## src/rtl/pll_phase_shift_sequencer.sv

```systemverilog
// Purpose: steps the PLL dynamic phase-shift port N times on counter A, then N times on counter B.
// Latency: o_done two cycles after start when there is no work; otherwise set by the phasedone handshake.
// Backpressure: a start request is taken only in IDLE; one that arrives while a sequence runs is dropped.
//
// Ports:
//   i_clk, i_rst_n          scanclk and synchronous active-low reset
//   i_start                 1-cycle request; latches i_steps, i_sel_a, i_sel_b, i_en_mask, i_up
//   i_phasedone             PLL phasedone, asynchronous to this logic; goes through 2 flops
//   o_phasestep             PLL phasestep, high for STEP_HOLD cycles per step
//   o_phaseupdown           PLL phaseupdown, holds the latched i_up
//   o_phasecounterselect    PLL counter select; holds its value between steps and after DONE
//   o_busy, o_done, o_err   status: sequence running, end pulse, sticky timeout flag
//   o_steps_done            steps completed in the current or last sequence
module pll_phase_shift_sequencer #(
   parameter int STEP_HOLD = 2,
   parameter int TIMEOUT   = 255,
   parameter int SEL_W     = 3
) (
   input  logic             i_clk,
   input  logic             i_rst_n,
   input  logic             i_start,
   input  logic [7:0]       i_steps,
   input  logic [SEL_W-1:0] i_sel_a,
   input  logic [SEL_W-1:0] i_sel_b,
   input  logic [1:0]       i_en_mask,
   input  logic             i_up,
   input  logic             i_phasedone,
   output logic             o_phasestep,
   output logic             o_phaseupdown,
   output logic [SEL_W-1:0] o_phasecounterselect,
   output logic             o_busy,
   output logic             o_done,
   output logic             o_err,
   output logic [8:0]       o_steps_done
);

   typedef enum logic [2:0] {
      IDLE, PICK, SETUP, STEP, WAIT_LO, WAIT_HI, DONE
   } state_t;

   state_t           state;
   logic             pd_meta, pd_sync;
   logic [7:0]       steps_l;
   logic [SEL_W-1:0] sel_a_l, sel_b_l;
   logic [1:0]       mask_l;
   logic             up_l;
   logic [7:0]       remaining;
   logic             ch;         // 0 = counter A, 1 = counter B
   logic [1:0]       fin;        // channels already run to completion
   logic [7:0]       hold_cnt;
   logic [7:0]       to_cnt;

   // Every channel receives the same step count, so a channel is eligible
   // when it is enabled, not yet finished and the count is nonzero.
   logic elig_a, elig_b;
   assign elig_a = mask_l[0] & ~fin[0] & (steps_l != 8'd0);
   assign elig_b = mask_l[1] & ~fin[1] & (steps_l != 8'd0);

   always_ff @(posedge i_clk) begin
      if (!i_rst_n) begin
         state                <= IDLE;
         pd_meta              <= 1'b1;
         pd_sync              <= 1'b1;
         steps_l              <= '0;
         sel_a_l              <= '0;
         sel_b_l              <= '0;
         mask_l               <= '0;
         up_l                 <= 1'b0;
         remaining            <= '0;
         ch                   <= 1'b0;
         fin                  <= '0;
         hold_cnt             <= '0;
         to_cnt               <= '0;
         o_phasestep          <= 1'b0;
         o_phaseupdown        <= 1'b0;
         o_phasecounterselect <= SEL_W'(3'b110);
         o_busy               <= 1'b0;
         o_done               <= 1'b0;
         o_err                <= 1'b0;
         o_steps_done         <= '0;
      end else begin
         pd_meta <= i_phasedone;
         pd_sync <= pd_meta;
         case (state)
            IDLE: begin
               if (i_start) begin
                  steps_l      <= i_steps;
                  sel_a_l      <= i_sel_a;
                  sel_b_l      <= i_sel_b;
                  mask_l       <= i_en_mask;
                  up_l         <= i_up;
                  fin          <= '0;
                  o_err        <= 1'b0;
                  o_steps_done <= '0;
                  o_busy       <= 1'b1;
                  state        <= PICK;
               end
            end
            PICK: begin
               if (elig_a || elig_b) begin
                  ch                   <= ~elig_a;
                  o_phasecounterselect <= elig_a ? sel_a_l : sel_b_l;
                  o_phaseupdown        <= up_l;
                  remaining            <= steps_l;
                  state                <= SETUP;
               end else begin
                  o_busy <= 1'b0;
                  o_done <= 1'b1;
                  state  <= DONE;
               end
            end
            SETUP: begin
               o_phasestep <= 1'b1;
               hold_cnt    <= '0;
               state       <= STEP;
            end
            STEP: begin
               if (hold_cnt == 8'(STEP_HOLD - 1)) begin
                  o_phasestep <= 1'b0;
                  to_cnt      <= '0;
                  state       <= WAIT_LO;
               end else begin
                  hold_cnt <= hold_cnt + 8'd1;
               end
            end
            WAIT_LO, WAIT_HI: begin
               // WAIT_LO waits for the PLL to start the shift, WAIT_HI for it to finish.
               if ((state == WAIT_LO) && !pd_sync) begin
                  to_cnt <= '0;
                  state  <= WAIT_HI;
               end else if ((state == WAIT_HI) && pd_sync) begin
                  remaining    <= remaining - 8'd1;
                  o_steps_done <= o_steps_done + 9'd1;
                  if (remaining != 8'd1) begin
                     state <= SETUP;
                  end else begin
                     fin[ch] <= 1'b1;
                     state   <= PICK;
                  end
               end else if (to_cnt == 8'(TIMEOUT - 1)) begin
                  // Waited TIMEOUT cycles with no edge: abandon the rest of the sequence.
                  o_err       <= 1'b1;
                  o_phasestep <= 1'b0;
                  o_busy      <= 1'b0;
                  o_done      <= 1'b1;
                  state       <= DONE;
               end else begin
                  to_cnt <= to_cnt + 8'd1;
               end
            end
            DONE: begin
               o_done <= 1'b0;
               state  <= IDLE;
            end
            default: state <= IDLE;
         endcase
      end
   end

endmodule
```

## config.mk

```make
export PLATFORM = sky130hd
export DESIGN_NAME = pll_phase_shift_sequencer
export DESIGN_NICKNAME = d
export VERILOG_FILES = /design/src/rtl/pll_phase_shift_sequencer.sv
export SDC_FILE = /design/constraint.sdc
export NUM_CORES = 1
export LEC_CHECK = 0
export CELL_PAD_IN_SITES_DETAIL_PLACEMENT = 0
export CELL_PAD_IN_SITES_GLOBAL_PLACEMENT = 2
export CORE_MARGIN = 8
export CORE_UTILIZATION = 35
export CTS_BUF_LIST = sky130_fd_sc_hd__clkbuf_2 sky130_fd_sc_hd__clkbuf_4 sky130_fd_sc_hd__clkbuf_8
export DETAILED_ROUTE_END_ITERATION = 7
export PLACE_DENSITY_LB_ADDON = 0.1
export SLEW_MARGIN = 10
export SYNTH_ARGS = -nofsm -noshare
export SYNTH_HDL_FRONTEND = slang
export SYNTH_SLANG_ARGS = --single-unit
```

## constraint.sdc

```tcl
create_clock -name i_clk -period 2.07 [get_ports i_clk]
set_input_delay 0.414 -clock i_clk [delete_from_list [all_inputs] [get_ports i_clk]]
set_output_delay 0.414 -clock i_clk [all_outputs]
set_load 0.01 [all_outputs]
```

==> flow_results.xml, run 1 <==
<?xml version="1.0" encoding="UTF-8"?>
<metrics>
  <group name="status">
    <metric name="outcome" unit="">completed</metric>
  </group>
  <group name="sta">
    <metric name="worst_case_setup_margin_in_the_final_layout" unit="ns">0.281</metric>
    <metric name="timing.final.crit_share" unit="">0.864</metric>
    <metric name="grt_setup_unrepaired" unit="">false</metric>
    <metric name="slew-limit-headroom" unit="">0.673</metric>
    <metric name="skew" unit="ns">0.0127</metric>
    <metric name="tns" unit="ns">0</metric>
    <metric name="worst_slew_pin_slew" unit="ns">0.478</metric>
    <metric name="finalHoldViolations" unit="">0</metric>
    <metric name="final.min_clock_period" unit="ns">1.79</metric>
    <metric name="finalSetupViolCount" unit="">0</metric>
    <metric name="clock.fmax" unit="GHz">0.559</metric>
    <metric name="timing.final.max_slew_violations" unit="">0</metric>
  </group>
  <group name="synth">
    <metric name="postSynthRegisterBits" unit="">66</metric>
    <metric name="syn_inst" unit="">384</metric>
    <metric name="dominantRegCellSynth" unit="">sky130_fd_sc_hd__dfxtp_1</metric>
    <metric name="synth_edf_count" unit="">0</metric>
    <metric name="netlist_area" unit="µm²">3210</metric>
    <metric name="ys_seq_area_frac" unit="">0.412</metric>
    <metric name="yosys_warnings" unit="">0</metric>
    <metric name="ys_types" unit="">63</metric>
    <metric name="avgSynthCellArea" unit="µm²">8.35</metric>
    <metric name="synth_nets" unit="">412</metric>
    <metric name="ys_async_sr_fraction" unit="">0</metric>
  </group>
  <group name="power">
    <metric name="power_density" unit="nW/µm²">1060</metric>
    <metric name="leakage" unit="µW">0.00149</metric>
    <metric name="power.ir.vdd_worst" unit="mV">0.347</metric>
  </group>
  <group name="finish">
    <metric name="areaGrowthSynthToFinish" unit="%">24.6</metric>
    <metric name="final_design_area_no_fill" unit="µm²">4000</metric>
    <metric name="fraction_of_final_layout_cells_with_drive_strength_greater_than_1" unit="">0.132</metric>
    <metric name="num-nets-final" unit="">462</metric>
    <metric name="antenna_cells_inserted" unit="">0</metric>
    <metric name="final_design_utilization" unit="">0.441</metric>
  </group>
  <group name="floorplan">
    <metric name="initial_core_util" unit="">0.354</metric>
    <metric name="dieArea" unit="µm²">12500</metric>
    <metric name="die_w" unit="µm">112</metric>
    <metric name="row_cnt" unit="">35</metric>
    <metric name="fp.dieH" unit="µm">112</metric>
    <metric name="boundaryPins" unit="">38</metric>
    <metric name="floorplan.core_area" unit="µm²">9060</metric>
  </group>
  <group name="worst_hold_path">
    <metric name="worst_hold_path.endpoint" unit="">pd_sync$_SDFF_PN1_</metric>
    <metric name="worstHoldPathCells" unit="">1</metric>
    <metric name="hp-start" unit="">pd_meta$_SDFF_PN1_</metric>
    <metric name="min_path_type" unit="">flop to flop</metric>
  </group>
  <group name="clock_network">
    <metric name="worst_skew_pair.late_latency" unit="ns">0.34</metric>
    <metric name="cts_num_sinks" unit="">66</metric>
    <metric name="postCtsSetupBuffers" unit="">0</metric>
    <metric name="hold_buffers" unit="">0</metric>
    <metric name="worst_setup_hold_path_clk_slew" unit="ns">0.08</metric>
    <metric name="tritoncts.num_buffers" unit="">9</metric>
    <metric name="clockRootBuffer" unit="">sky130_fd_sc_hd__clkbuf_8</metric>
    <metric name="clk_path_buf_depth" unit="">2</metric>
    <metric name="post_cts.resized_instances" unit="">0</metric>
    <metric name="cts_max_level" unit="">3</metric>
    <metric name="tritoncts" unit="">done</metric>
  </group>
  <group name="routing">
    <metric name="vias_per_cell" unit="">5.04</metric>
    <metric name="drt_pass1_iterations" unit="">4</metric>
    <metric name="count_of_vias_placed_by_the_detailed_router" unit="">2771</metric>
    <metric name="detail-route-antenna-nets" unit="">0</metric>
    <metric name="avgRoutedWirePerCell" unit="µm">14.3</metric>
    <metric name="route.detailed.drc" unit="">0</metric>
    <metric name="final_wirelength" unit="µm">7860</metric>
    <metric name="number_of_drc_markers_in_iteration_0" unit="">150</metric>
  </group>
  <group name="setup_path">
    <metric name="critPathCaptureType" unit="">flop</metric>
    <metric name="critPathArrivalTime" unit="ns">2.00</metric>
    <metric name="crit_required" unit="ns">2.28</metric>
    <metric name="path_class" unit="">flop to flop</metric>
    <metric name="rr_worst_depth" unit="">5</metric>
    <metric name="critical_path.startpoint_type" unit="">flop</metric>
    <metric name="critical_path_peak_fanout" unit="">12</metric>
    <metric name="rr_endpoint" unit="">to_cnt[0]$_SDFFE_PN0P_</metric>
    <metric name="r2r_slack" unit="ns">0.28</metric>
    <metric name="reg2reg_from" unit="">state[2]$_SDFFE_PN0P_</metric>
  </group>
  <group name="run">
    <metric name="drv.max_cap_violation_count" unit="">0</metric>
  </group>
  <group name="grt">
    <metric name="grt.total_usage" unit="">0.133</metric>
    <metric name="grt_pass1_vias" unit="">2720</metric>
    <metric name="grt_first_pass_wirelength" unit="µm">13600</metric>
    <metric name="grt_overflow" unit="">0</metric>
    <metric name="grt_start_max_net_pins" unit="">18</metric>
    <metric name="antenna_violations_before_repair" unit="">0</metric>
  </group>
  <group name="place">
    <metric name="dp.final_hpwl" unit="µm">5750</metric>
    <metric name="pre_cts_slack" unit="ns">-0.0507</metric>
    <metric name="portBuffers" unit="">37</metric>
    <metric name="gpl.final_weighted_congestion" unit="">0.768</metric>
    <metric name="postPlaceCellArea" unit="µm²">3790</metric>
  </group>
</metrics>
## flip-flops by register name, summed over array words and instances, names as in the netlist, 2 cells and up
register              flops
sel_b_l                   3
to_cnt                    8
remaining                 8
sel_a_l                   3
o_phasecounterselect      3
fin                       2
steps_l                   8
o_steps_done              9
hold_cnt                  8
mask_l                    2
state                     3
## per-stage QoR
stage               hold WS, ns  std cells  power, µW
floorplan                 0.386        384       2610
global placement          0.402        534       3130
detailed placement        0.413        534       3140
CTS                       0.438        550       4310
global route              0.480        550       4560
finish                    0.438        550       4250
## synth_stat cells (all sizes together) (5+ instances only)
cell type,count,area (µm²)
nand2,72,275
dfxtp,66,1320
nor3,5,35.0
nand2b,7,43.8
nand4,10,62.6
ha,7,87.6
nand3,13,82.6
nor2,43,166
clkbuf,9,33.8
a31oi,6,67.6
inv,11,41.3
o21ai,16,80.1
xor2,13,121
a21oi,36,191
buf,8,51.3
## where the power goes
group          leakage, µW  internal [µW]  switching (µW)
logic             0.000843            632             874
registers         0.000536           1430             161
clock network     0.000111            662             493
total              0.00149           2720            1530
## cell usage in the layout, fill, tap and decap left out, drive strengths merged, types with 13 or more instances in the layout
| cell | instances |
|---|---|
| nand2 | 72 |
| clkbuf | 14 |
| a21oi | 36 |
| nand3 | 13 |
| dfxtp | 66 |
| xor2 | 13 |
| buf | 19 |
| nor2 | 43 |
| o21ai | 16 |
| clkdlybuf4s50 | 37 |
## per-layer routing
| metal | share of wire | track usage | routed length (µm) | vias up |
|---|---|---|---|---|
| met5 | 0 | 0 | 0 | - |
| li1 | - | - | - | 1447 |
| met3 | 0.054 | 0.0390 | 423 | 12 |
| met2 | 0.43 | 0.197 | 3410 | 56 |
| met4 | 0.019 | 0.0702 | 153 | 0 |
| met1 | 0.49 | 0.170 | 3870 | 1256 |
## critical path, stage by stage, from the launching register on
cell and delay, ns:
sky130_fd_sc_hd__dfxtp_1 0.62, sky130_fd_sc_hd__nor2b_1 0.29, sky130_fd_sc_hd__nand2_1 0.15, sky130_fd_sc_hd__o211ai_2 0.32, sky130_fd_sc_hd__buf_4 0.20, sky130_fd_sc_hd__o22ai_1 0.08
## worst max-delay path by stage
stage,start,to,slack (ns),depth (start not counted)
final,state[2]$_SDFFE_PN0P_,to_cnt[0]$_SDFFE_PN0P_,0.28,5
after CTS,steps_l[3]$_SDFFE_PN0P_,remaining[0]$_SDFFE_PN0P_,0.23,5
after global routing,state[2]$_SDFFE_PN0P_,to_cnt[3]$_SDFFE_PN0P_,0.09,6
after global placement,i_start,o_steps_done[8]$_SDFFE_PN0P_,-0.05,6
after floorplan,hold_cnt[0]$_SDFFE_PN0P_,to_cnt[5]$_SDFFE_PN0P_,0.59,6
after detailed placement,i_start,o_steps_done[3]$_SDFFE_PN0P_,-0.05,6
## kinds of logic after synthesis
| kind of cell | after synthesis | share of synthesized area |
|---|---|---|
| xor gates and xnor gates | 15 | 0.0433 |
| DFF | 66 | 0.412 |
| buffers and inverters | 28 | 0.0394 |
| muxes | 7 | 0.0230 |
| adders and majority gates | 7 | 0.0273 |
| AOI/OAI and AO/OA | 92 | 0.197 |
| and+or+nand+nor | 169 | 0.258 |
## area by class of cell
cell class              count  area [µm²]
well taps                 111         139
inverters                  11        41.3
flip-flops and latches     66        1320
clock inverters             2        35.0
repair buffers             56         526
multi-input cells         290        1760
fillers                   925        5070
clock buffers              14         174
(Power assumes the default switching activity.)
==> run 2: changes to the inputs <==
Settings changed: CELL_PAD_IN_SITES_GLOBAL_PLACEMENT 2 to 1, CORE_UTILIZATION 35 to 47.
Clock period 2.07 ns to 2.3 ns, I/O delays scaled along.
==> run 2 against run 1 <==
Effect of this change: wire length down 8.9%; critical path depth unchanged; first-iteration DRC count down 21%; clock-buffer cell count down 1; clock power down 13%; clock skew down 0.0059 ns; total power down 13%; global-route usage up 2.1 points; sequential power down 9%; setup slack better by 0.14 ns; non-clock buffer count down 10; register-to-register slack better by 0.14 ns.
==> flow_results.xml, run 2 (synthesis results as in run 1) <==
<?xml version="1.0" encoding="UTF-8"?>
<metrics>
  <group name="status">
    <metric name="outcome" unit="">completed</metric>
  </group>
  <group name="place">
    <metric name="gpl.final_weighted_congestion" unit="">0.854</metric>
    <metric name="number_of_cells_in_the_design_after_placement" unit="">493</metric>
    <metric name="pre_cts_slack" unit="ns">0.122</metric>
    <metric name="dp.final_hpwl" unit="µm">5060</metric>
    <metric name="portBuffers" unit="">37</metric>
  </group>
  <group name="routing">
    <metric name="avgRoutedWirePerCell" unit="µm">14.1</metric>
    <metric name="detail-route-antenna-nets" unit="">0</metric>
    <metric name="count_of_vias_placed_by_the_detailed_router" unit="">2732</metric>
    <metric name="vias_per_cell" unit="">5.38</metric>
    <metric name="drt_pass1_iterations" unit="">4</metric>
    <metric name="final_wirelength" unit="µm">7160</metric>
    <metric name="number_of_drc_markers_in_iteration_0" unit="">118</metric>
    <metric name="route.detailed.drc" unit="">0</metric>
  </group>
  <group name="sta">
    <metric name="tns" unit="ns">0</metric>
    <metric name="worst_slew_pin_slew" unit="ns">0.761</metric>
    <metric name="finalSetupViolCount" unit="">0</metric>
    <metric name="clock.fmax" unit="GHz">0.533</metric>
    <metric name="timing.final.crit_share" unit="">0.816</metric>
    <metric name="grt_setup_unrepaired" unit="">false</metric>
    <metric name="worst_case_setup_margin_in_the_final_layout" unit="ns">0.424</metric>
    <metric name="slew-limit-headroom" unit="">0.492</metric>
    <metric name="final.min_clock_period" unit="ns">1.88</metric>
    <metric name="skew" unit="ns">0.00685</metric>
    <metric name="timing.final.max_slew_violations" unit="">0</metric>
    <metric name="finalHoldViolations" unit="">0</metric>
  </group>
  <group name="power">
    <metric name="seq_power_share" unit="">0.394</metric>
    <metric name="power_density" unit="nW/µm²">954</metric>
    <metric name="leakage" unit="µW">0.00143</metric>
    <metric name="combPwrFrac" unit="">0.333</metric>
    <metric name="finalPower" unit="µW">3690</metric>
    <metric name="clkPwrFrac" unit="">0.273</metric>
    <metric name="p_sw_frac" unit="">0.356</metric>
    <metric name="power.ir.vdd_worst" unit="mV">0.447</metric>
    <metric name="power.internal" unit="µW">2380</metric>
    <metric name="switching_power" unit="µW">1310</metric>
  </group>
  <group name="finish">
    <metric name="register_name_with_the_most_flops" unit="">o_steps_done</metric>
    <metric name="multi_input_comb_area" unit="µm²">1760</metric>
    <metric name="num-nets-final" unit="">452</metric>
    <metric name="finish.cell_count_without_fillers" unit="">508</metric>
    <metric name="layout_commonest_cell" unit="">sky130_fd_sc_hd__nand2_1</metric>
    <metric name="antenna_cells_inserted" unit="">0</metric>
    <metric name="mostFrequentLayoutCells" unit="">70 x sky130_fd_sc_hd__nand2_1, 66 x sky130_fd_sc_hd__dfxtp_1, 41 x sky130_fd_sc_hd__nor2_1</metric>
    <metric name="areaGrowthSynthToFinish" unit="%">20.6</metric>
    <metric name="fill_cells" unit="">653</metric>
    <metric name="number_of_flip_flops_under_the_largest_register_name" unit="">9</metric>
    <metric name="register_area" unit="µm²">1320</metric>
    <metric name="fraction_of_final_layout_cells_with_drive_strength_greater_than_1" unit="">0.110</metric>
  </group>
  <group name="grt">
    <metric name="grt_start_max_net_pins" unit="">30</metric>
    <metric name="grt_busiest_layer" unit="">met2</metric>
    <metric name="grt_use_met1" unit="">0.196</metric>
    <metric name="met3_usage" unit="">0.0458</metric>
    <metric name="grt_pass1_vias" unit="">2648</metric>
    <metric name="grt_overflow" unit="">0</metric>
    <metric name="antenna_violations_before_repair" unit="">0</metric>
    <metric name="grt_first_pass_wirelength" unit="µm">12300</metric>
    <metric name="grt.total_usage" unit="">0.154</metric>
    <metric name="grt_util_met2" unit="">0.238</metric>
  </group>
  <group name="run">
    <metric name="drv.max_cap_violation_count" unit="">0</metric>
  </group>
  <group name="clock_network">
    <metric name="cts_max_level" unit="">3</metric>
    <metric name="clockRootBuffer" unit="">sky130_fd_sc_hd__clkbuf_8</metric>
    <metric name="postCtsSetupBuffers" unit="">0</metric>
    <metric name="worst_skew_pair.late_latency" unit="ns">0.34</metric>
    <metric name="clk_path_buf_depth" unit="">2</metric>
    <metric name="hold_buffers" unit="">0</metric>
    <metric name="cts_num_sinks" unit="">66</metric>
    <metric name="post_cts.resized_instances" unit="">0</metric>
    <metric name="tritoncts.num_buffers" unit="">9</metric>
    <metric name="worst_setup_hold_path_clk_slew" unit="ns">0.07</metric>
    <metric name="tritoncts" unit="">done</metric>
  </group>
  <group name="setup_path">
    <metric name="critical_path.startpoint_type" unit="">flop</metric>
    <metric name="critPathCaptureType" unit="">flop</metric>
    <metric name="critical_path_peak_fanout" unit="">11</metric>
    <metric name="critPathArrivalTime" unit="ns">2.14</metric>
    <metric name="path_class" unit="">flop to flop</metric>
    <metric name="crit_required" unit="ns">2.57</metric>
  </group>
  <group name="floorplan">
    <metric name="row_cnt" unit="">30</metric>
    <metric name="die_w" unit="µm">98.6</metric>
    <metric name="floorplan.core_area" unit="µm²">6680</metric>
    <metric name="boundaryPins" unit="">38</metric>
    <metric name="fp.dieH" unit="µm">98.6</metric>
    <metric name="initial_core_util" unit="">0.480</metric>
    <metric name="dieArea" unit="µm²">9720</metric>
  </group>
  <group name="worst_hold_path">
    <metric name="min_path_type" unit="">flop to flop</metric>
  </group>
</metrics>
## run 2: critical path, cell delays in order, from the launching register on
cell and delay, ns:
sky130_fd_sc_hd__dfxtp_1 0.59, sky130_fd_sc_hd__nor2b_1 0.38, sky130_fd_sc_hd__nand2_1 0.15, sky130_fd_sc_hd__o211ai_2 0.39, sky130_fd_sc_hd__a32oi_1 0.17, sky130_fd_sc_hd__a21oi_1 0.13
## run 2: final timing paths
path | from | to | slack [ns] | cells past startpoint
worst max-delay path | state[2]$_SDFFE_PN0P_ | to_cnt[5]$_SDFFE_PN0P_ | 0.42 | 5
worst min-delay path | pd_meta$_SDFF_PN1_ | pd_sync$_SDFF_PN1_ | 0.42 | 1
worst max register to register | state[2]$_SDFFE_PN0P_ | to_cnt[5]$_SDFFE_PN0P_ | 0.42 | 5
worst min register to register | pd_meta$_SDFF_PN1_ | pd_sync$_SDFF_PN1_ | 0.42 | 1
## run 2: final cells by class
cell class,instances,share of cell area
clock buffer,13,0.0446
clock inverter,2,0.00906
inverter,11,0.0107
multi-input combinational,290,0.455
sequential,66,0.342
tap,80,0.0259
timing repair buffer,46,0.113
## run 2: metal layers
metal	wire, µm	vias to the layer above	share of wire
li1	-	1430	-
met1	3620	1257	0.50
met2	3280	39	0.46
met3	204	6	0.028
met4	56	0	0.0078
met5	0	-	0
## run 2: stage by stage
step           instance area, µm²  utilization  hold slack, ns
6_report                     3870        0.579           0.416
3_5_place_dp                 3660        0.548           0.406
4_1_cts                      3870        0.579           0.424
5_1_grt                      3870        0.579           0.432
3_3_place_gp                 3660        0.548           0.404
2_1_floorplan                3210            -           0.386
## run 2: power groups by stage
stage | registers, µW | logic (µW) | clock network [µW]
5_1_grt | 1480 | 1360 | 1090
2_1_floorplan | 1420 | 926 | 0
3_3_place_gp | 1470 | 1220 | 0
6_report | 1450 | 1230 | 1010
4_1_cts | 1450 | 1240 | 1040
3_5_place_dp | 1480 | 1230 | 0
==> run 3: changes to the inputs <==
Settings changed: CORE_UTILIZATION 47 to 39.
Clock period 2.3 ns to 1.7 ns, I/O delays scaled along.
==> run 3 against run 2 <==
Effect of this change: setup slack worse by 0.36 ns; total power is 60% higher; clock power is 79% higher; global-route usage is 0.59 points lower; critical endpoint is now o_phasecounterselect[2]$_SDFFE_PN1P_; largest power group is now combinational cells.
==> flow_results.xml, run 3 (synthesis results as in run 1) <==
<?xml version="1.0" encoding="UTF-8"?>
<metrics>
  <group name="setup_path">
    <metric name="critical_path.top_delay_family" unit="">multiplexers</metric>
    <metric name="critical_path.n_buffers_inverters" unit="">1</metric>
    <metric name="timing.critical_path.cells" unit="">nor4_2 &gt; buf_4 &gt; a21oi_1 &gt; mux2_2 &gt; mux2i_1 &gt; nand2_1</metric>
    <metric name="critical_path.startpoint_type" unit="">flop</metric>
    <metric name="path_class" unit="">flop to flop</metric>
    <metric name="critPathCaptureType" unit="">flop</metric>
    <metric name="timing.critical_path.slowest_cell_delay" unit="ns">0.39</metric>
    <metric name="rr_worst_depth" unit="">6</metric>
    <metric name="crit_path_top_delay_cell" unit="">sky130_fd_sc_hd__mux2_2</metric>
    <metric name="critPathArrivalTime" unit="ns">1.87</metric>
    <metric name="critical_path_peak_fanout" unit="">4</metric>
    <metric name="cp_depth" unit="">6</metric>
    <metric name="crit_required" unit="ns">1.94</metric>
  </group>
  <group name="sta">
    <metric name="timing.final.crit_share" unit="">0.960</metric>
    <metric name="slew-limit-headroom" unit="">0.653</metric>
    <metric name="skew" unit="ns">0.0120</metric>
    <metric name="worst_slew_pin_slew" unit="ns">0.520</metric>
    <metric name="timing.final.max_slew_violations" unit="">0</metric>
    <metric name="grt_setup_unrepaired" unit="">true</metric>
    <metric name="clock.fmax" unit="GHz">0.613</metric>
    <metric name="worst_case_setup_margin_in_the_final_layout" unit="ns">0.0679</metric>
    <metric name="tns" unit="ns">0</metric>
    <metric name="final.min_clock_period" unit="ns">1.63</metric>
    <metric name="finalHoldViolations" unit="">0</metric>
    <metric name="finalSetupViolCount" unit="">0</metric>
  </group>
  <group name="routing">
    <metric name="vias_per_cell" unit="">5.09</metric>
    <metric name="detail-route-antenna-nets" unit="">0</metric>
    <metric name="final_wirelength" unit="µm">8040</metric>
    <metric name="drt_pass1_iterations" unit="">4</metric>
    <metric name="avgRoutedWirePerCell" unit="µm">13.9</metric>
    <metric name="count_of_vias_placed_by_the_detailed_router" unit="">2940</metric>
    <metric name="route.detailed.drc" unit="">0</metric>
    <metric name="number_of_drc_markers_in_iteration_0" unit="">118</metric>
  </group>
  <group name="grt">
    <metric name="antenna_violations_before_repair" unit="">0</metric>
    <metric name="grt_first_pass_wirelength" unit="µm">13800</metric>
    <metric name="grt_pass1_vias" unit="">2865</metric>
    <metric name="grt.total_usage" unit="">0.148</metric>
    <metric name="grt_start_max_net_pins" unit="">18</metric>
    <metric name="grt_overflow" unit="">0</metric>
  </group>
  <group name="power">
    <metric name="power.ir.vdd_worst" unit="mV">0.571</metric>
    <metric name="power_density" unit="nW/µm²">1360</metric>
    <metric name="leakage" unit="µW">0.00170</metric>
  </group>
  <group name="place">
    <metric name="postPlaceCellArea" unit="µm²">4020</metric>
    <metric name="number_of_cells_in_the_design_after_placement" unit="">560</metric>
    <metric name="gpl.final_weighted_congestion" unit="">0.792</metric>
    <metric name="pre_cts_slack" unit="ns">-0.271</metric>
    <metric name="dp.final_hpwl" unit="µm">5820</metric>
    <metric name="portBuffers" unit="">37</metric>
  </group>
  <group name="finish">
    <metric name="num-nets-final" unit="">496</metric>
    <metric name="multi_input_comb_area" unit="µm²">1780</metric>
    <metric name="mostFrequentLayoutCells" unit="">70 x sky130_fd_sc_hd__nand2_1, 63 x sky130_fd_sc_hd__dfxtp_1, 52 x sky130_fd_sc_hd__buf_4</metric>
    <metric name="final_design_utilization" unit="">0.536</metric>
    <metric name="layout_commonest_cell" unit="">sky130_fd_sc_hd__nand2_1</metric>
    <metric name="fill_cells" unit="">794</metric>
    <metric name="final_design_area_no_fill" unit="µm²">4340</metric>
    <metric name="register_area" unit="µm²">1330</metric>
    <metric name="antenna_cells_inserted" unit="">0</metric>
    <metric name="number_of_flip_flops_under_the_largest_register_name" unit="">9</metric>
    <metric name="finish.cell_count_without_fillers" unit="">578</metric>
    <metric name="fraction_of_final_layout_cells_with_drive_strength_greater_than_1" unit="">0.205</metric>
    <metric name="areaGrowthSynthToFinish" unit="%">35.2</metric>
    <metric name="register_name_with_the_most_flops" unit="">o_steps_done</metric>
  </group>
  <group name="clock_network">
    <metric name="cts_max_level" unit="">3</metric>
    <metric name="worst_setup_hold_path_clk_slew" unit="ns">0.08</metric>
    <metric name="tritoncts.num_buffers" unit="">9</metric>
    <metric name="clk_path_buf_depth" unit="">2</metric>
    <metric name="cts_num_sinks" unit="">66</metric>
    <metric name="worst_skew_pair.late_latency" unit="ns">0.35</metric>
    <metric name="tritoncts" unit="">done</metric>
    <metric name="clockRootBuffer" unit="">sky130_fd_sc_hd__clkbuf_8</metric>
    <metric name="hold_buffers" unit="">0</metric>
  </group>
  <group name="floorplan">
    <metric name="floorplan.core_area" unit="µm²">8090</metric>
    <metric name="die_w" unit="µm">107</metric>
    <metric name="initial_core_util" unit="">0.396</metric>
    <metric name="dieArea" unit="µm²">11400</metric>
    <metric name="fp.dieH" unit="µm">107</metric>
    <metric name="row_cnt" unit="">33</metric>
    <metric name="boundaryPins" unit="">38</metric>
  </group>
  <group name="worst_hold_path">
    <metric name="min_path_type" unit="">flop to flop</metric>
    <metric name="worstHoldPathCells" unit="">1</metric>
  </group>
  <group name="run">
    <metric name="drv.max_cap_violation_count" unit="">0</metric>
  </group>
  <group name="status">
    <metric name="outcome" unit="">completed</metric>
  </group>
</metrics>
-- run 3: area by class of cell --
type | instances | share of cell area
multi-input cells | 290 | 0.411
clock buffers | 10 | 0.0317
repair buffers | 90 | 0.180
well taps | 105 | 0.0303
flip-flops and latches | 66 | 0.306
clock inverters | 6 | 0.0317
inverters | 11 | 0.00952
-- run 3: what timing repair did --
action	4_1_cts	5_1_grt
pin swaps	0	3
gates resized for setup	2	6
setup buffers	0	2
endpoints found under the setup margin	4	12
-- run 3: path summary, 6_finish.rpt --
| kind | from | to | slack (ns) |
|---|---|---|---|
| max | steps_l[4]$_SDFFE_PN0P_ | o_phasecounterselect[2]$_SDFFE_PN1P_ | 0.07 |
| min | pd_meta$_SDFF_PN1_ | pd_sync$_SDFF_PN1_ | 0.41 |
| max reg2reg | steps_l[4]$_SDFFE_PN0P_ | o_phasecounterselect[2]$_SDFFE_PN1P_ | 0.07 |
| min reg2reg | pd_meta$_SDFF_PN1_ | pd_sync$_SDFF_PN1_ | 0.41 |
-- run 3: per-layer routing --
layer	track usage	vias up	share of wire
li1	-	1521	-
met1	0.185	1365	0.49
met2	0.238	42	0.46
met3	0.0354	12	0.036
met4	0.0593	0	0.016
met5	0	-	0
-- run 3: power by group --
group	total (µW)	internal [µW]	switching, µW
combinational	2150	1000	1140
sequential	1920	1740	182
clock	1810	1170	645
total	5880	3910	1970
-- run 3: through the flow --
stage               power (µW)  hold slack, ns
floorplan                 3180           0.386
global placement          4060           0.410
CTS                       5900           0.417
global route              6260           0.425
finish                    5880           0.413
detailed placement        4060           0.394
==> RTL edit 1 (settings of run 3) <==
Set the parameter `SEL_W` to 2 (it was 3).
--- a/src/rtl/pll_phase_shift_sequencer.sv
+++ b/src/rtl/pll_phase_shift_sequencer.sv
@@ -15,5 +15,5 @@
    parameter int STEP_HOLD = 2,
    parameter int TIMEOUT   = 255,
-   parameter int SEL_W     = 3
+   parameter int SEL_W     = 2
 ) (
    input  logic             i_clk,
Interface: changed (resized i_sel_a, i_sel_b and o_phasecounterselect); port bits go from 38 to 35. The function was not compared with the original's and may differ.
==> RTL edit 1 against run 3 <==
Clock power down 9%. Largest power group unchanged. Cell area up 0.32%. Routed wire length up 1.3%. Largest cell class unchanged. Worst setup slack worse by 0.045 ns. Cell count down 0.35%. Power down 3.0%. Clock skew down 0.0032 ns. Area after synthesis down 2.7%. Synthesized cell count down 0.78%. Sequential cell count down 3.
==> RTL edit 1: results (changes against run 3) <==
<table>
<tr><th>Metric</th><th>Value</th></tr>
<tr><th colspan="2">Outcome</th></tr>
<tr><td>Outcome</td><td>finished, final reports clean (unchanged)</td></tr>
<tr><th colspan="2">Finish</th></tr>
<tr><td>Filler instances</td><td>736 (was 794)</td></tr>
<tr><td>Share of post-route cells with drive strength above 1</td><td>23.6% (was 20.5%)</td></tr>
<tr><th colspan="2">Route</th></tr>
<tr><td>Wire length after detailed routing</td><td>8150 µm (was 8040 µm)</td></tr>
<tr><td>Detailed-route via count</td><td>2955 (was 2940)</td></tr>
<tr><td>Initial DRC count</td><td>122 (was 118)</td></tr>
<tr><td>Wire per inst</td><td>14.1 µm (was 13.9 µm)</td></tr>
<tr><th colspan="2">STA</th></tr>
<tr><td>Worst-case clock skew</td><td>0.00883 ns (was 0.0120 ns)</td></tr>
<tr><td>Final Hold Slack</td><td>0.436 ns (was 0.413 ns)</td></tr>
<tr><td>Slew headroom</td><td>57.8% (was 65.3%)</td></tr>
<tr><th colspan="2">Synth</th></tr>
<tr><td>Synth cell types</td><td>59 (was 63)</td></tr>
<tr><td>Top area cells in the synthesized netlist</td><td>sky130_fd_sc_hd__dfxtp_1 40%, sky130_fd_sc_hd__nand2_1 6.5%, sky130_fd_sc_hd__a21oi_1 5.6%, sky130_fd_sc_hd__nor2_1 5.4%, sky130_fd_sc_hd__xor2_1 3.7% (was sky130_fd_sc_hd__dfxtp_1 41%, sky130_fd_sc_hd__nand2_1 8.2%, sky130_fd_sc_hd__a21oi_1 5.5%, sky130_fd_sc_hd__nor2_1 4.8%, sky130_fd_sc_hd__xor2_1 3.3%)</td></tr>
<tr><td>Portion of the post-synthesis area used by sequential elements</td><td>40.4% (was 41.2%)</td></tr>
<tr><td>Avg Inst Size Synth</td><td>8.19 µm² (was 8.35 µm²)</td></tr>
<tr><th colspan="2">Global routing</th></tr>
<tr><td>Global-route usage over all layers</td><td>15.0% (was 14.8%)</td></tr>
<tr><td>Global-route wire length before repair</td><td>13900 µm (was 13800 µm)</td></tr>
<tr><th colspan="2">Placed design</th></tr>
<tr><td>HPWL after DPL</td><td>5850 µm (was 5820 µm)</td></tr>
<tr><td>Placed cell areas</td><td>3950 µm² (was 4020 µm²)</td></tr>
<tr><td>Count of input and output buffers</td><td>34 (was 37)</td></tr>
<tr><td>Post-Place Cells</td><td>556 (was 560)</td></tr>
<tr><td>Placement Setup Slack</td><td>-0.253 ns (was -0.271 ns)</td></tr>
<tr><th colspan="2">Worst setup path</th></tr>
<tr><td>R2R Path End</td><td>state[1]$_SDFFE_PN0P_ (was o_phasecounterselect[2]$_SDFFE_PN1P_)</td></tr>
<tr><td>Startpoint of the worst register-to-register path</td><td>remaining[4]$_SDFFE_PN0P_ (was steps_l[4]$_SDFFE_PN0P_)</td></tr>
<tr><td>Worst R2R Path Depth</td><td>5 (was 6)</td></tr>
<tr><th colspan="2">Power and ir drop</th></tr>
<tr><td>Peak supply drop</td><td>600 µV (was 571 µV)</td></tr>
<tr><td>Reported leakage power</td><td>1.65 nW (was 1.70 nW)</td></tr>
</table>
-- RTL edit 1: changes by cell type after synthesis, sizes merged, moves of 4 or more --
cell | run 3 | this run
nand2 | 72 | 54
o21ai | 16 | 20
inv | 11 | 7
a31oi | 6 | 0
-- RTL edit 1: cell type report --
type | count | area (µm²) | share of cell area (%)
clock inverters | 5 | 104 | 2.39
repair buffers | 99 | 886 | 20.4
well taps | 102 | 128 | 2.93
clock buffers | 11 | 151 | 3.48
flip-flops and latches | 63 | 1270 | 29.2
inverters | 7 | 26.3 | 0.604
multi-input cells | 289 | 1780 | 41.0
-- RTL edit 1: logic make-up (layout without fill, tap and decap cells) --
family          count (synthesis)  count (layout)  share of synthesized area (%)
simple gates                  167             167                           25.5
compound gates                 96              97                           20.3
flops                          63              63                           40.4
buf+inv                        30             122                           5.70
xor+xnor                       14              14                           3.93
fa+ha+maj                       7               7                           2.81
mux                             4               4                           1.28
-- RTL edit 1: worst max path at each step --
stage / cells after the start / to / start
after floorplan: 5 / state[1]$_SDFFE_PN0P_ / remaining[6]$_SDFFE_PN0P_
after global placement: 7 / o_steps_done[4]$_SDFFE_PN0P_ / i_start
after detailed placement: 7 / o_steps_done[4]$_SDFFE_PN0P_ / i_start
after CTS: 5 / state[1]$_SDFFE_PN0P_ / remaining[4]$_SDFFE_PN0P_
after global routing: 7 / state[1]$_SDFFE_PN0P_ / remaining[1]$_SDFFE_PN0P_
final: 5 / state[1]$_SDFFE_PN0P_ / remaining[4]$_SDFFE_PN0P_
-- RTL edit 1: repair_timing --
item	in CTS	in global routing
setup endpoints to repair	17	25
resized for setup	8	20
gates cloned	1	0
pin swaps	6	7
setup buffers	1	2
-- RTL edit 1: power breakdown --
part           leakage [nW]  internal, mW  switching [mW]
Sequential            0.515          1.66           0.151
Clock                 0.130          1.05           0.591
Combinational          1.01          1.10            1.14
-- RTL edit 1: critical path, stage by stage, from the launching register on --
cell	delay, ns
sky130_fd_sc_hd__dfxtp_2	0.32
sky130_fd_sc_hd__or3_4	0.38
sky130_fd_sc_hd__or4_4	0.44
sky130_fd_sc_hd__a22o_1	0.24
sky130_fd_sc_hd__a22oi_2	0.11
sky130_fd_sc_hd__nor2_1	0.06
-- RTL edit 1: per-layer routing --
metal	vias up	global-route usage, %	share of wire, %
met3	7	3.11	2.9
met1	1364	18.9	49
met5	-	0	0
met4	0	6.22	1.4
met2	39	24.2	47
li1	1545	-	-
==> RTL edit 2 (config.mk and constraints of run 3) <==
Without the edit above. Make the reset (`i_rst_n`) asynchronous in one clocked block. Comments in the files are not updated.
--- a/src/rtl/pll_phase_shift_sequencer.sv
+++ b/src/rtl/pll_phase_shift_sequencer.sv
@@ -57,5 +57,5 @@
    assign elig_b = mask_l[1] & ~fin[1] & (steps_l != 8'd0);
 
-   always_ff @(posedge i_clk) begin
+   always_ff @(posedge i_clk or negedge i_rst_n) begin
       if (!i_rst_n) begin
          state                <= IDLE;
Check against the original RTL: differs if i_rst_n is asserted again (counterexample within 4 cycles, from zero or initial values and one cycle with i_rst_n low); with i_rst_n held inactive, the same outputs for 10 cycles.
==> RTL edit 2 against run 3 <==
Routed wire length rose by 1.9%. Critical path depth fell by 1. Clock skew is 0.0026 ns lower. Global-route usage shrank 0.86 points. Largest power group unchanged. The flow now finishes with violations (negative setup slack). Power up 24%. Cell count is 9.3% lower. Synthesized cell count down 15%. Area after synthesis is 2.6% higher. Sequential cell count stayed put. Cell area increased by 4.1%. Sequential share of layout area increased by 6.2 points. Worst setup slack got worse by 0.070 ns. Via count fell by 8.3%. Hold slack got worse by 0.41 ns.
==> RTL edit 2: results (changes against run 3) <==
<table>
<tr><th>Metric</th><th>Value</th></tr>
<tr><th colspan="2">Finish</th></tr>
<tr><td>Net count of the finished layout</td><td>442 (was 496)</td></tr>
<tr><td>Share of post-route cells with drive strength above 1</td><td>27.0% (was 20.5%)</td></tr>
<tr><th colspan="2">STA</th></tr>
<tr><td>Setup violation total in the final timing report</td><td>1 (was 0)</td></tr>
<tr><td>Worst setup margin</td><td>-0.00180 ns (was 0.0679 ns)</td></tr>
<tr><th colspan="2">Synth</th></tr>
<tr><td>Avg Inst Size Synth</td><td>10.1 µm² (was 8.35 µm²)</td></tr>
<tr><td>Share of synthesized registers carrying an async set or reset</td><td>100% (was 0%)</td></tr>
<tr><td>Synth top cells by count</td><td>62 x sky130_fd_sc_hd__dfrtp_1, 34 x sky130_fd_sc_hd__nor2_1, 26 x sky130_fd_sc_hd__nand2_1 (was 70 x sky130_fd_sc_hd__nand2_1, 66 x sky130_fd_sc_hd__dfxtp_1, 41 x sky130_fd_sc_hd__nor2_1)</td></tr>
<tr><td>Synth cell types</td><td>54 (was 63)</td></tr>
<tr><td>Net Count, Synth</td><td>354 (was 412)</td></tr>
<tr><th colspan="2">Placed design</th></tr>
<tr><td>HPWL after DPL</td><td>5560 µm (was 5820 µm)</td></tr>
<tr><td>Placer's final routability congestion estimate</td><td>0.796 (was 0.792)</td></tr>
<tr><td>Placement Setup Slack</td><td>-0.403 ns (was -0.271 ns)</td></tr>
<tr><td>Post-Place Cells</td><td>503 (was 560)</td></tr>
<tr><th colspan="2">Route</th></tr>
<tr><td>Total met2 wirelength after detailed routing</td><td>3920 µm (was 3710 µm)</td></tr>
<tr><td>Routed vias/inst</td><td>5.15 (was 5.09)</td></tr>
<tr><td>Wire per inst</td><td>15.6 µm (was 13.9 µm)</td></tr>
<tr><td>Sum of met3 wire segment lengths after detailed routing</td><td>247 µm (was 288 µm)</td></tr>
<tr><th colspan="2">Worst setup path</th></tr>
<tr><td>Crit-path max FO</td><td>10 (was 4)</td></tr>
<tr><td>Delay of the slowest cell on the worst path</td><td>0.47 ns (was 0.39 ns)</td></tr>
<tr><th colspan="2">Global routing</th></tr>
<tr><td>Met2 Track Usage GR</td><td>21.6% (was 23.8%)</td></tr>
<tr><td>Largest net degree at the start of global routing</td><td>67 (was 18)</td></tr>
<tr><td>Global-route usage over all layers</td><td>13.9% (was 14.8%)</td></tr>
<tr><td>Met3 Track Usage GR</td><td>3.23% (was 3.54%)</td></tr>
<tr><td>Global-route wire length before repair</td><td>12900 µm (was 13800 µm)</td></tr>
<tr><td>Met1 Use GR</td><td>18.2% (was 18.5%)</td></tr>
<tr><th colspan="2">Outcome</th></tr>
<tr><td>Violated checks</td><td>negative setup slack</td></tr>
<tr><td>Outcome</td><td>finished, violations left (was finished, final reports clean)</td></tr>
<tr><th colspan="2">Power and ir drop</th></tr>
<tr><td>Total power per unit cell area</td><td>1620 nW/µm² (was 1360 nW/µm²)</td></tr>
</table>
## RTL edit 2: final timing paths
kind	cells past startpoint	start	end	slack [ns]
max in group asynchronous	2	i_rst_n	pd_meta$_DFF_PN1_	1.34
max	5	i_start	steps_l[3]$_DFFE_PN0P_	-0.002
min in group i_clk	0	pd_meta$_DFF_PN1_	pd_sync$_DFF_PN1_	0.36
max reg2reg	4	state[2]$_DFFE_PN0P_	steps_l[3]$_DFFE_PN0P_	0.03
min reg2reg	0	pd_meta$_DFF_PN1_	pd_sync$_DFF_PN1_	0.36
min	2	i_rst_n	to_cnt[1]$_DFFE_PN0P_	0.003
## RTL edit 2: what timing repair did
item,4_1_cts,5_1_grt
gates resized for setup,6,29
setup buffers,2,2
gates cloned,0,1
pin swaps,0,6
endpoints found under the setup margin,29,44
## RTL edit 2: layout make-up
| class | instances | area (µm²) |
|---|---|---|
| multi-input combinational | 233 | 1660 |
| clock inverter | 5 | 52.6 |
| clock buffer | 11 | 151 |
| sequential | 66 | 1660 |
| tap | 105 | 131 |
| inverter | 12 | 45.0 |
| fill | 751 | 3700 |
| timing repair buffer | 92 | 818 |
## RTL edit 2: cells by family (layout without fill, tap and decap cells)
| kind of cell | after synthesis | after routing | share of synthesized area [%] |
|---|---|---|---|
| AND/OR/NAND/NOR | 115 | 115 | 18.0 |
| AO/OA/AOI/OAI | 76 | 76 | 14.3 |
| flip-flops | 66 | 66 | 50.3 |
| buffers and inverters | 27 | 120 | 3.80 |
| multiplexers | 22 | 22 | 7.38 |
| XOR/XNOR | 13 | 13 | 3.46 |
| adder cells (fa/ha/maj) | 7 | 7 | 2.66 |
## RTL edit 2: where the power goes
group | internal, mW | switching [mW]
clock network | 0.750 | 0.614
logic | 1.78 | 1.67
registers | 2.11 | 0.385
